File: config.mk
export PLATFORM = sky130hd
export DESIGN_NAME = serial_subtractor_flat
export DESIGN_NICKNAME = d
export VERILOG_FILES = /design/src/rtl/serial_subtractor_pkg.sv /design/src/rtl/serial_subtractor_if.sv /design/src/rtl/serial_subtractor_full_subtractor.sv /design/src/rtl/serial_subtractor.sv /design/src/flat_wrapper.sv
export SDC_FILE = /design/constraint.sdc
export NUM_CORES = 1
export LEC_CHECK = 0
export ABC_AREA = 1
export CAP_MARGIN = 20
export CORE_ASPECT_RATIO = 1.25
export CORE_MARGIN = 2
export CORE_UTILIZATION = 55
export DETAILED_ROUTE_END_ITERATION = 12
export GPL_TIMING_DRIVEN = 1
export PLACE_DENSITY = 0.83
export SLEW_MARGIN = 10
export SYNTH_ARGS = -nofsm -noshare
export SYNTH_HDL_FRONTEND = slang
export SYNTH_HIERARCHICAL = 1
export SYNTH_SLANG_ARGS = --single-unit
File: constraint.sdc
create_clock -name clk -period 2.6 [get_ports clk]
set_clock_uncertainty 0.1 [all_clocks]
set_input_delay 0.52 -clock clk [delete_from_list [all_inputs] [get_ports clk]]
set_output_delay 0.52 -clock clk [all_outputs]
set_load 0.02 [all_outputs]
File: src/rtl/serial_subtractor_pkg.sv
// Shared definitions for the bit-serial subtractor: FSM state encoding and
// the default operand width.
package serial_subtractor_pkg;

    localparam int DEFAULT_WIDTH = 8;

    typedef enum logic [1:0] {
        IDLE = 2'd0,
        RUN  = 2'd1,
        DONE = 2'd2
    } state_t;

endpackage : serial_subtractor_pkg

File: src/rtl/serial_subtractor_if.sv
// Operand/result bundle for serial_subtractor.
// The optional signed-overflow flag is present only when SERIAL_SUB_OVF_EN is defined.
interface serial_subtractor_if #(
    parameter int WIDTH = serial_subtractor_pkg::DEFAULT_WIDTH
);
    logic             start;
    logic [WIDTH-1:0] a;
    logic [WIDTH-1:0] b;
    logic [WIDTH-1:0] diff;
    logic             borrow_out;
    logic             busy;
    logic             done;
`ifdef SERIAL_SUB_OVF_EN
    logic             overflow;

    modport master (
        output start, a, b,
        input  diff, borrow_out, busy, done, overflow
    );

    modport slave (
        input  start, a, b,
        output diff, borrow_out, busy, done, overflow
    );
`else
    modport master (
        output start, a, b,
        input  diff, borrow_out, busy, done
    );

    modport slave (
        input  start, a, b,
        output diff, borrow_out, busy, done
    );
`endif
endinterface : serial_subtractor_if

File: src/rtl/serial_subtractor_full_subtractor.sv
// One-bit full subtractor: d = x - y - bin, bout is the borrow out.
module full_subtractor (
    input  logic x,
    input  logic y,
    input  logic bin,
    output logic d,
    output logic bout
);

    assign d    = x ^ y ^ bin;
    assign bout = (~x & y) | (~(x ^ y) & bin);

endmodule : full_subtractor

File: src/rtl/serial_subtractor.sv
// Bit-serial WIDTH-bit subtractor (A - B), one bit per clock, LSB first.
// A single full_subtractor cell is time-shared across all bit positions; the
// borrow is carried between bits in a flop. Operands are captured when start
// is seen in IDLE; the result is held until the next operation completes.
// Optional feature macro: SERIAL_SUB_OVF_EN adds a signed overflow flag.
module serial_subtractor
    import serial_subtractor_pkg::*;
#(
    parameter int WIDTH = DEFAULT_WIDTH
) (
    input  logic                 clk,
    input  logic                 rst,
    serial_subtractor_if.slave   bus
);

    localparam int               CNT_W    = $clog2(WIDTH);
    localparam logic [CNT_W-1:0] LAST_CNT = CNT_W'(WIDTH - 1);
    localparam logic [CNT_W-1:0] CNT_ONE  = CNT_W'(1);

    // Registered state
    state_t           state_r;
    logic [WIDTH-1:0] a_sh_r;
    logic [WIDTH-1:0] b_sh_r;
    logic [WIDTH-1:0] res_sh_r;
    logic             br_r;
    logic [CNT_W-1:0] cnt_r;
    logic [WIDTH-1:0] diff_r;
    logic             borrow_out_r;
    logic             busy_r;
    logic             done_r;

    // Next-state values
    state_t           state_s;
    logic [WIDTH-1:0] a_sh_s;
    logic [WIDTH-1:0] b_sh_s;
    logic [WIDTH-1:0] res_sh_s;
    logic             br_s;
    logic [CNT_W-1:0] cnt_s;
    logic [WIDTH-1:0] diff_s;
    logic             borrow_out_s;
    logic             busy_s;
    logic             done_s;

    // Per-bit cell outputs
    logic             d_s;
    logic             bo_s;

`ifdef SERIAL_SUB_OVF_EN
    logic             a_msb_r;
    logic             b_msb_r;
    logic             overflow_r;
    logic             a_msb_s;
    logic             b_msb_s;
    logic             overflow_s;
`endif

    full_subtractor u_cell (
        .x    (a_sh_r[0]),
        .y    (b_sh_r[0]),
        .bin  (br_r),
        .d    (d_s),
        .bout (bo_s)
    );

    // Next-state and datapath decode: capture in IDLE, shift one bit per RUN cycle
    always_comb begin
        state_s      = state_r;
        a_sh_s       = a_sh_r;
        b_sh_s       = b_sh_r;
        res_sh_s     = res_sh_r;
        br_s         = br_r;
        cnt_s        = cnt_r;
        diff_s       = diff_r;
        borrow_out_s = borrow_out_r;
`ifdef SERIAL_SUB_OVF_EN
        a_msb_s      = a_msb_r;
        b_msb_s      = b_msb_r;
        overflow_s   = overflow_r;
`endif

        case (state_r)
            IDLE: begin
                if (bus.start) begin
                    a_sh_s   = bus.a;
                    b_sh_s   = bus.b;
                    res_sh_s = '0;
                    br_s     = 1'b0;
                    cnt_s    = '0;
`ifdef SERIAL_SUB_OVF_EN
                    a_msb_s  = bus.a[WIDTH-1];
                    b_msb_s  = bus.b[WIDTH-1];
`endif
                    state_s  = RUN;
                end else begin
                    state_s  = IDLE;
                end
            end
            RUN: begin
                res_sh_s = {d_s, res_sh_r[WIDTH-1:1]};
                a_sh_s   = {1'b0, a_sh_r[WIDTH-1:1]};
                b_sh_s   = {1'b0, b_sh_r[WIDTH-1:1]};
                br_s     = bo_s;
                if (cnt_r == LAST_CNT) begin
                    // Last bit: publish the result; counter stays at its final value
                    diff_s       = {d_s, res_sh_r[WIDTH-1:1]};
                    borrow_out_s = bo_s;
`ifdef SERIAL_SUB_OVF_EN
                    // d_s is the MSB of the result on this cycle
                    overflow_s   = (a_msb_r ^ b_msb_r) & (a_msb_r ^ d_s);
`endif
                    state_s      = DONE;
                end else begin
                    cnt_s   = cnt_r + CNT_ONE;
                    state_s = RUN;
                end
            end
            DONE: begin
                state_s = IDLE;
            end
            default: begin
                state_s = IDLE;
            end
        endcase

        busy_s = (state_s != IDLE);
        done_s = (state_s == DONE);
    end

    // State register
    always_ff @(posedge clk or posedge rst) begin
        if (rst) begin
            state_r <= IDLE;
        end else begin
            state_r <= state_s;
        end
    end

    // Datapath and output registers
    always_ff @(posedge clk or posedge rst) begin
        if (rst) begin
            a_sh_r       <= '0;
            b_sh_r       <= '0;
            res_sh_r     <= '0;
            br_r         <= 1'b0;
            cnt_r        <= '0;
            diff_r       <= '0;
            borrow_out_r <= 1'b0;
            busy_r       <= 1'b0;
            done_r       <= 1'b0;
`ifdef SERIAL_SUB_OVF_EN
            a_msb_r      <= 1'b0;
            b_msb_r      <= 1'b0;
            overflow_r   <= 1'b0;
`endif
        end else begin
            a_sh_r       <= a_sh_s;
            b_sh_r       <= b_sh_s;
            res_sh_r     <= res_sh_s;
            br_r         <= br_s;
            cnt_r        <= cnt_s;
            diff_r       <= diff_s;
            borrow_out_r <= borrow_out_s;
            busy_r       <= busy_s;
            done_r       <= done_s;
`ifdef SERIAL_SUB_OVF_EN
            a_msb_r      <= a_msb_s;
            b_msb_r      <= b_msb_s;
            overflow_r   <= overflow_s;
`endif
        end
    end

    assign bus.diff       = diff_r;
    assign bus.borrow_out = borrow_out_r;
    assign bus.busy       = busy_r;
    assign bus.done       = done_r;
`ifdef SERIAL_SUB_OVF_EN
    assign bus.overflow   = overflow_r;
`endif

endmodule : serial_subtractor

File: src/flat_wrapper.sv
// flat-port wrapper written by rule: the top's interface ports become plain ports
module serial_subtractor_flat import serial_subtractor_pkg::*;
#(
    parameter int WIDTH = DEFAULT_WIDTH
)
  (clk, rst, bus_start, bus_a, bus_b, bus_diff, bus_borrow_out, bus_busy, bus_done);
  serial_subtractor_if #(.WIDTH(WIDTH)) bus_i ();
  input  logic clk;
  input  logic rst;
  input wire logic [$bits(bus_i.start)-1:0] bus_start;
  input wire logic [$bits(bus_i.a)-1:0] bus_a;
  input wire logic [$bits(bus_i.b)-1:0] bus_b;
  output wire logic [$bits(bus_i.diff)-1:0] bus_diff;
  output wire logic [$bits(bus_i.borrow_out)-1:0] bus_borrow_out;
  output wire logic [$bits(bus_i.busy)-1:0] bus_busy;
  output wire logic [$bits(bus_i.done)-1:0] bus_done;
  assign bus_i.start = bus_start;
  assign bus_i.a = bus_a;
  assign bus_i.b = bus_b;
  assign bus_diff = bus_i.diff;
  assign bus_borrow_out = bus_i.borrow_out;
  assign bus_busy = bus_i.busy;
  assign bus_done = bus_i.done;
  serial_subtractor #(.WIDTH(WIDTH)) u_core (.clk(clk), .rst(rst), .bus(bus_i));
endmodule
Word-level counts from Yosys, hierarchy flattened
Index checks and enable logic that the tools add are counted.
Widths: inputs -> output; s select.
Storage, ports and cells
  output and inout port bits: 11
  word-level logic and storage cells: 43
  bits of input ports: 19
  register bits: 41
Operators by class
  equal/unequal tests: 5
  mux-type cells: 14
  $add $sub $neg: 1
  bitwise logic cells: 7
  reduce and logical (&&, ||, !) cells: 6
Operators with widths (number)
  $pmux 8 s2: 3
  $mux 8: 3
  $mux 3: 2
  $pmux 3 s2: 1
  $ne 2x2->1 const B: 2
  $pmux 2 s2: 1
  $reduce_and 2->1: 2
  $reduce_bool 2->1: 2
  $add 3x1->3 const B: 1
  $eq 3x3->1 const B: 1
  $reduce_and 3->1: 1
  $and 1x1->1: 2
  $eq 2x1->1 const B: 1
  $eq 2x2->1 const B: 1
  $logic_not 2->1: 1
  $mux 1: 2
  $mux 2: 1
  $not 1->1: 2
  $pmux 1 s2: 1
  $xor 1x1->1: 2
  $or 1x1->1: 1

Logic depth before layout (Yosys ltp)
  word-level depth: 5
  gate-level depth with buffers: 7
  depth with buffers taken out: 6

By module
Netlist, hierarchy kept.
By module, submodules not included
  serial_subtractor: area each 1691.6 um^2, sequential area each 1001.0 um^2, times used 1, cells an instance 188
  full_subtractor: area each 31.3 um^2, sequential area each 0.0 um^2, times used 1, cells an instance 4

Worst setup path after synthesis
Ideal clock, no wire load.
  path type: reg2reg
  start point: reg u_core.cnt_r[0]
  end point: reg u_core.diff_r[7] (netlist: u_core/bus.diff[7])
  clock period less this slack: 1.338 ns
  data required time: 2.383 ns
  setup time: 0.117 ns
  arrival time: 1.121 ns
  path slack: 1.262 ns
  stages on the path, launching flop included: 7
  cells stage by stage: dfrtp_1 -> ha_1 -> ha_1 -> inv_1 -> nor2_4 -> nand2_1 -> nand2_1
On the way
  cells in the longest elaborated chain, start to end: 2
RTL lines
  start, declared: RTL line serial_subtractor.sv:26  | logic [CNT_W-1:0] cnt_r;
  start signal, assigned: RTL line serial_subtractor.sv:160  | cnt_r <= cnt_s;
  $eq 3x3->1: RTL line serial_subtractor.sv:103  | if (cnt_r == LAST_CNT) begin
  $reduce_and 2->1 (no line)
  end signal, assigned: RTL line serial_subtractor.sv:161  | diff_r <= diff_s;
  end, declared: RTL line serial_subtractor.sv:27  | logic [WIDTH-1:0] diff_r;
Every way passes these cells.
A chain may end at the register's enable or synchronous reset.

Worst setup path in the final report
  start point: reg u_core.diff_r[0] (netlist: u_core/bus.diff[0])
  end point: out bus_diff[0]
RTL lines
  end, declared: RTL line flat_wrapper.sv:13  | output wire logic [$bits(bus_i.diff)-1:0] bus_diff;
No word-level cell between the ends.

==> results.sh <==
export IMPL_outcome="complete, no violations"
export IMPL_avgRoutedWirePerCell_um=12.8
export IMPL_hold_end="u_core/bus.diff[2]"
export IMPL_grt_use_met2_pct=36.7
export IMPL_grt_busiest_layer="met2"
export IMPL_grt_util_met1_pct=26.2
export IMPL_cp_slowest_cell="clkdlybuf4s50_1"
export IMPL_antenna_found_initial=0
export IMPL_worst_skew_pair_late_latency_ps=350
export IMPL_synth_edf_count=0
export IMPL_yosysWarnings=6
export IMPL_totalWireLength_mm=3.31
export IMPL_seq_area_um2=1000
export IMPL_synth_top_cell_area_share_pct=58.1
export IMPL_die_h_um=66.6
export IMPL_nNetsFinal=244
export IMPL_synthTopCellsByCount="nand2_1, dfrtp_1, nand3_1, inv_1, nand4_1"
export IMPL_p_leak_nw=1.05
export IMPL_cts_hold_buf=0
export IMPL_grt_pass1_wl_mm=5.63
export IMPL_multi_input_area_um2=609
export IMPL_overflow=0
export IMPL_setup_viol=0
export IMPL_io_buffers=29
export IMPL_clk_pin_slew_ps=130
export IMPL_max_vdd_ir_drop_uv=815
export IMPL_r2r_setup_slack_ps=910
export IMPL_path_cells="clkdlybuf4s50_1"
export IMPL_cts_setup_buffers=0
export IMPL_slew_limit_headroom_pct=54.0
export IMPL_grt_usage_pct=22.1
export IMPL_ys_ff_latch=40
export IMPL_min_path_cells=2
export IMPL_dp_hpwl_mm=2.32
export IMPL_grt_pass1_vias=1323
export IMPL_cap_violations=0
export IMPL_r2r_start="u_core/state_r[1]"
export IMPL_synth_cell_types=18
export IMPL_cpPeakStageDelay_ps=600
export IMPL_synth_seq_area_share_pct=58.1
export IMPL_syn_inst=192
export IMPL_rr_worst_depth=6
export IMPL_cp_end_kind="output port"
export IMPL_initial_core_util_pct=58.0
export IMPL_cp_top_family="buffers and inverters"
export IMPL_slew_violations=0
export IMPL_finalCriticalPeriod_ps=1950
export IMPL_synth_most_common_cell="nand2_1"
export IMPL_synth_area_um2=1720
export IMPL_synth_async_reset_ratio_pct=100
export IMPL_vias_per_cell=5.30
export IMPL_pin_count=30
export IMPL_reg2reg_to="u_core/bus.borrow_out"
export IMPL_required_ps=1980
export IMPL_fillers=244
export IMPL_critPathBufInv=1
export IMPL_hold_viol=0
export IMPL_dieWidth_um=54.1
export IMPL_routabilityCongestion=0.792
export IMPL_final_cells=259
export IMPL_dp_cells=251
export IMPL_yosys_most_used_dff="dfrtp_1"
export IMPL_critPathMaxFanout=2
export IMPL_fin_setup_tns_ps=0
export IMPL_fp_row_count=22
export IMPL_cts_max_path_buffers=2
export IMPL_path_class="register to output port"
export IMPL_die_area_um2=3600
export IMPL_fin_area_um2=2090
export IMPL_clockRootBuffer="clkbuf_4"
export IMPL_fin_hold_ws_ps=383
export IMPL_drtIter0Drc=48
export IMPL_grt_max_degree=41
export IMPL_post_route_period_util_pct=74.8
export IMPL_area_growth_pct=21.5
export IMPL_core_area_um2=2970
export IMPL_cts_sinks=40
export IMPL_antenna_left=0
export IMPL_placed_cell_area_um2=2010
export IMPL_use_met3_pct=6.73
export IMPL_arrival_ps=1330
export IMPL_cts_tree="yes"
export IMPL_start_kind="register"
export IMPL_dr_pass1_iters=4
export IMPL_grt_setup_unrepaired="false"
export IMPL_tightest_slew_ps=687
export IMPL_powerDensity_nw_per_um2=1080
export IMPL_cts_made_buffers=5
export IMPL_fmax_ghz=0.514
export IMPL_drc_errors=0
export IMPL_synth_nets=214
export IMPL_yosys_area_top_type="dfrtp_1"
export IMPL_antennaDiodeCount=0
export IMPL_synth_area_per_cell_um2=8.97
export IMPL_synthTopCellsByArea="dfrtp_1, nand2_1, nand3_1"
export IMPL_min_from="u_core/bus.diff[2]"
export IMPL_hold_class="register to register"
export IMPL_via_count=1373
export IMPL_cts_resized=0
export IMPL_drive_gt1_share_pct=7.62
export IMPL_htree_num_levels=2
==> per-stage QoR <==
stage,power (mW),setup slack (ps),utilization (%)
2_1_floorplan,1.60,1060,-
3_3_place_gp,1.80,841,67.7
3_5_place_dp,1.87,761,67.7
4_1_cts,2.28,631,70.4
5_1_grt,2.44,584,70.4
6_report,2.26,654,70.4
==> per-layer routing <==
metal | part of all wire (%) | up-vias
met5 | 0 | -
met4 | 1.5 | 0
met3 | 4.6 | 7
met2 | 52 | 31
met1 | 42 | 666
li1 | - | 669
==> layout by cell type (no fill, tap or decap) <==
cell type	netlist	routed
nand3_1	26	26
fa_1	1	1
o21ai_1	2	2
ha_1	2	2
nand2_2	2	2
clkbuf_4	0	5
clkinvlp_4	0	1
bufinv_16	0	1
inv_2	2	2
nand2_4	2	2
nand2_1	80	80
o21ai_0	4	4
clkdlybuf4s50_1	0	29
buf_4	1	2
inv_1	12	12
dfrtp_1	40	40
clkinv_2	0	1
nor2_4	1	1
nor2_1	2	2
nand4_1	8	8
==> sequential cells by signal (all words and copies together), names as in the netlist <==
| signal | cells |
|---|---|
| u_core/bus.done | 1 |
| u_core/bus.busy | 1 |
| u_core/cnt_r | 3 |
| u_core/state_r | 2 |
| u_core/b_sh_r | 8 |
| u_core/res_sh_r | 7 |
| u_core/bus.diff | 8 |
| u_core/br_r | 1 |
| u_core/a_sh_r | 8 |
| u_core/bus.borrow_out | 1 |
==> layout make-up <==
type / instances / area share, %
Tap cell: 36 / 2.15
Timing Repair Buffer: 31 / 14.6
Multi-Input combinational cell: 130 / 29.1
Inverter: 14 / 2.51
Clock buffer: 5 / 1.79
Clock inverter: 3 / 2.03
Sequential cell: 40 / 47.8
==> power breakdown <==
group / switching (mW) / internal (mW) / leakage, nW
registers: 0.139 / 0.860 / 0.516
logic: 0.505 / 0.342 / 0.493
clock network: 0.210 / 0.200 / 0.0412
total: 0.854 / 1.40 / 1.05
==> worst max path at each step <==
stage / slack, ps / startpoint / end / cells after the start
after floorplan: 1060 / rst / u_core/a_sh_r[0] / 1
after global placement: 840 / bus_start / u_core/b_sh_r[4] / 6
after detailed placement: 760 / bus_start / u_core/res_sh_r[3] / 6
after CTS: 630 / u_core/bus.diff[3] / bus_diff[3] / 1
after global routing: 580 / u_core/bus.diff[4] / bus_diff[4] / 1
final: 650 / u_core/bus.diff[0] / bus_diff[0] / 1
==> cell families (layout without fill, tap and decap cells) <==
kind of cell / Yosys count / in the layout / synth area share (%)
compound gates: 6 / 6 / 1.74
fa+ha+maj: 3 / 3 / 2.61
buf+inv: 22 / 53 / 6.54
flops: 40 / 40 / 58.1
simple gates: 121 / 121 / 31.0
No activity file was read; power rests on OpenSTA's default activity.
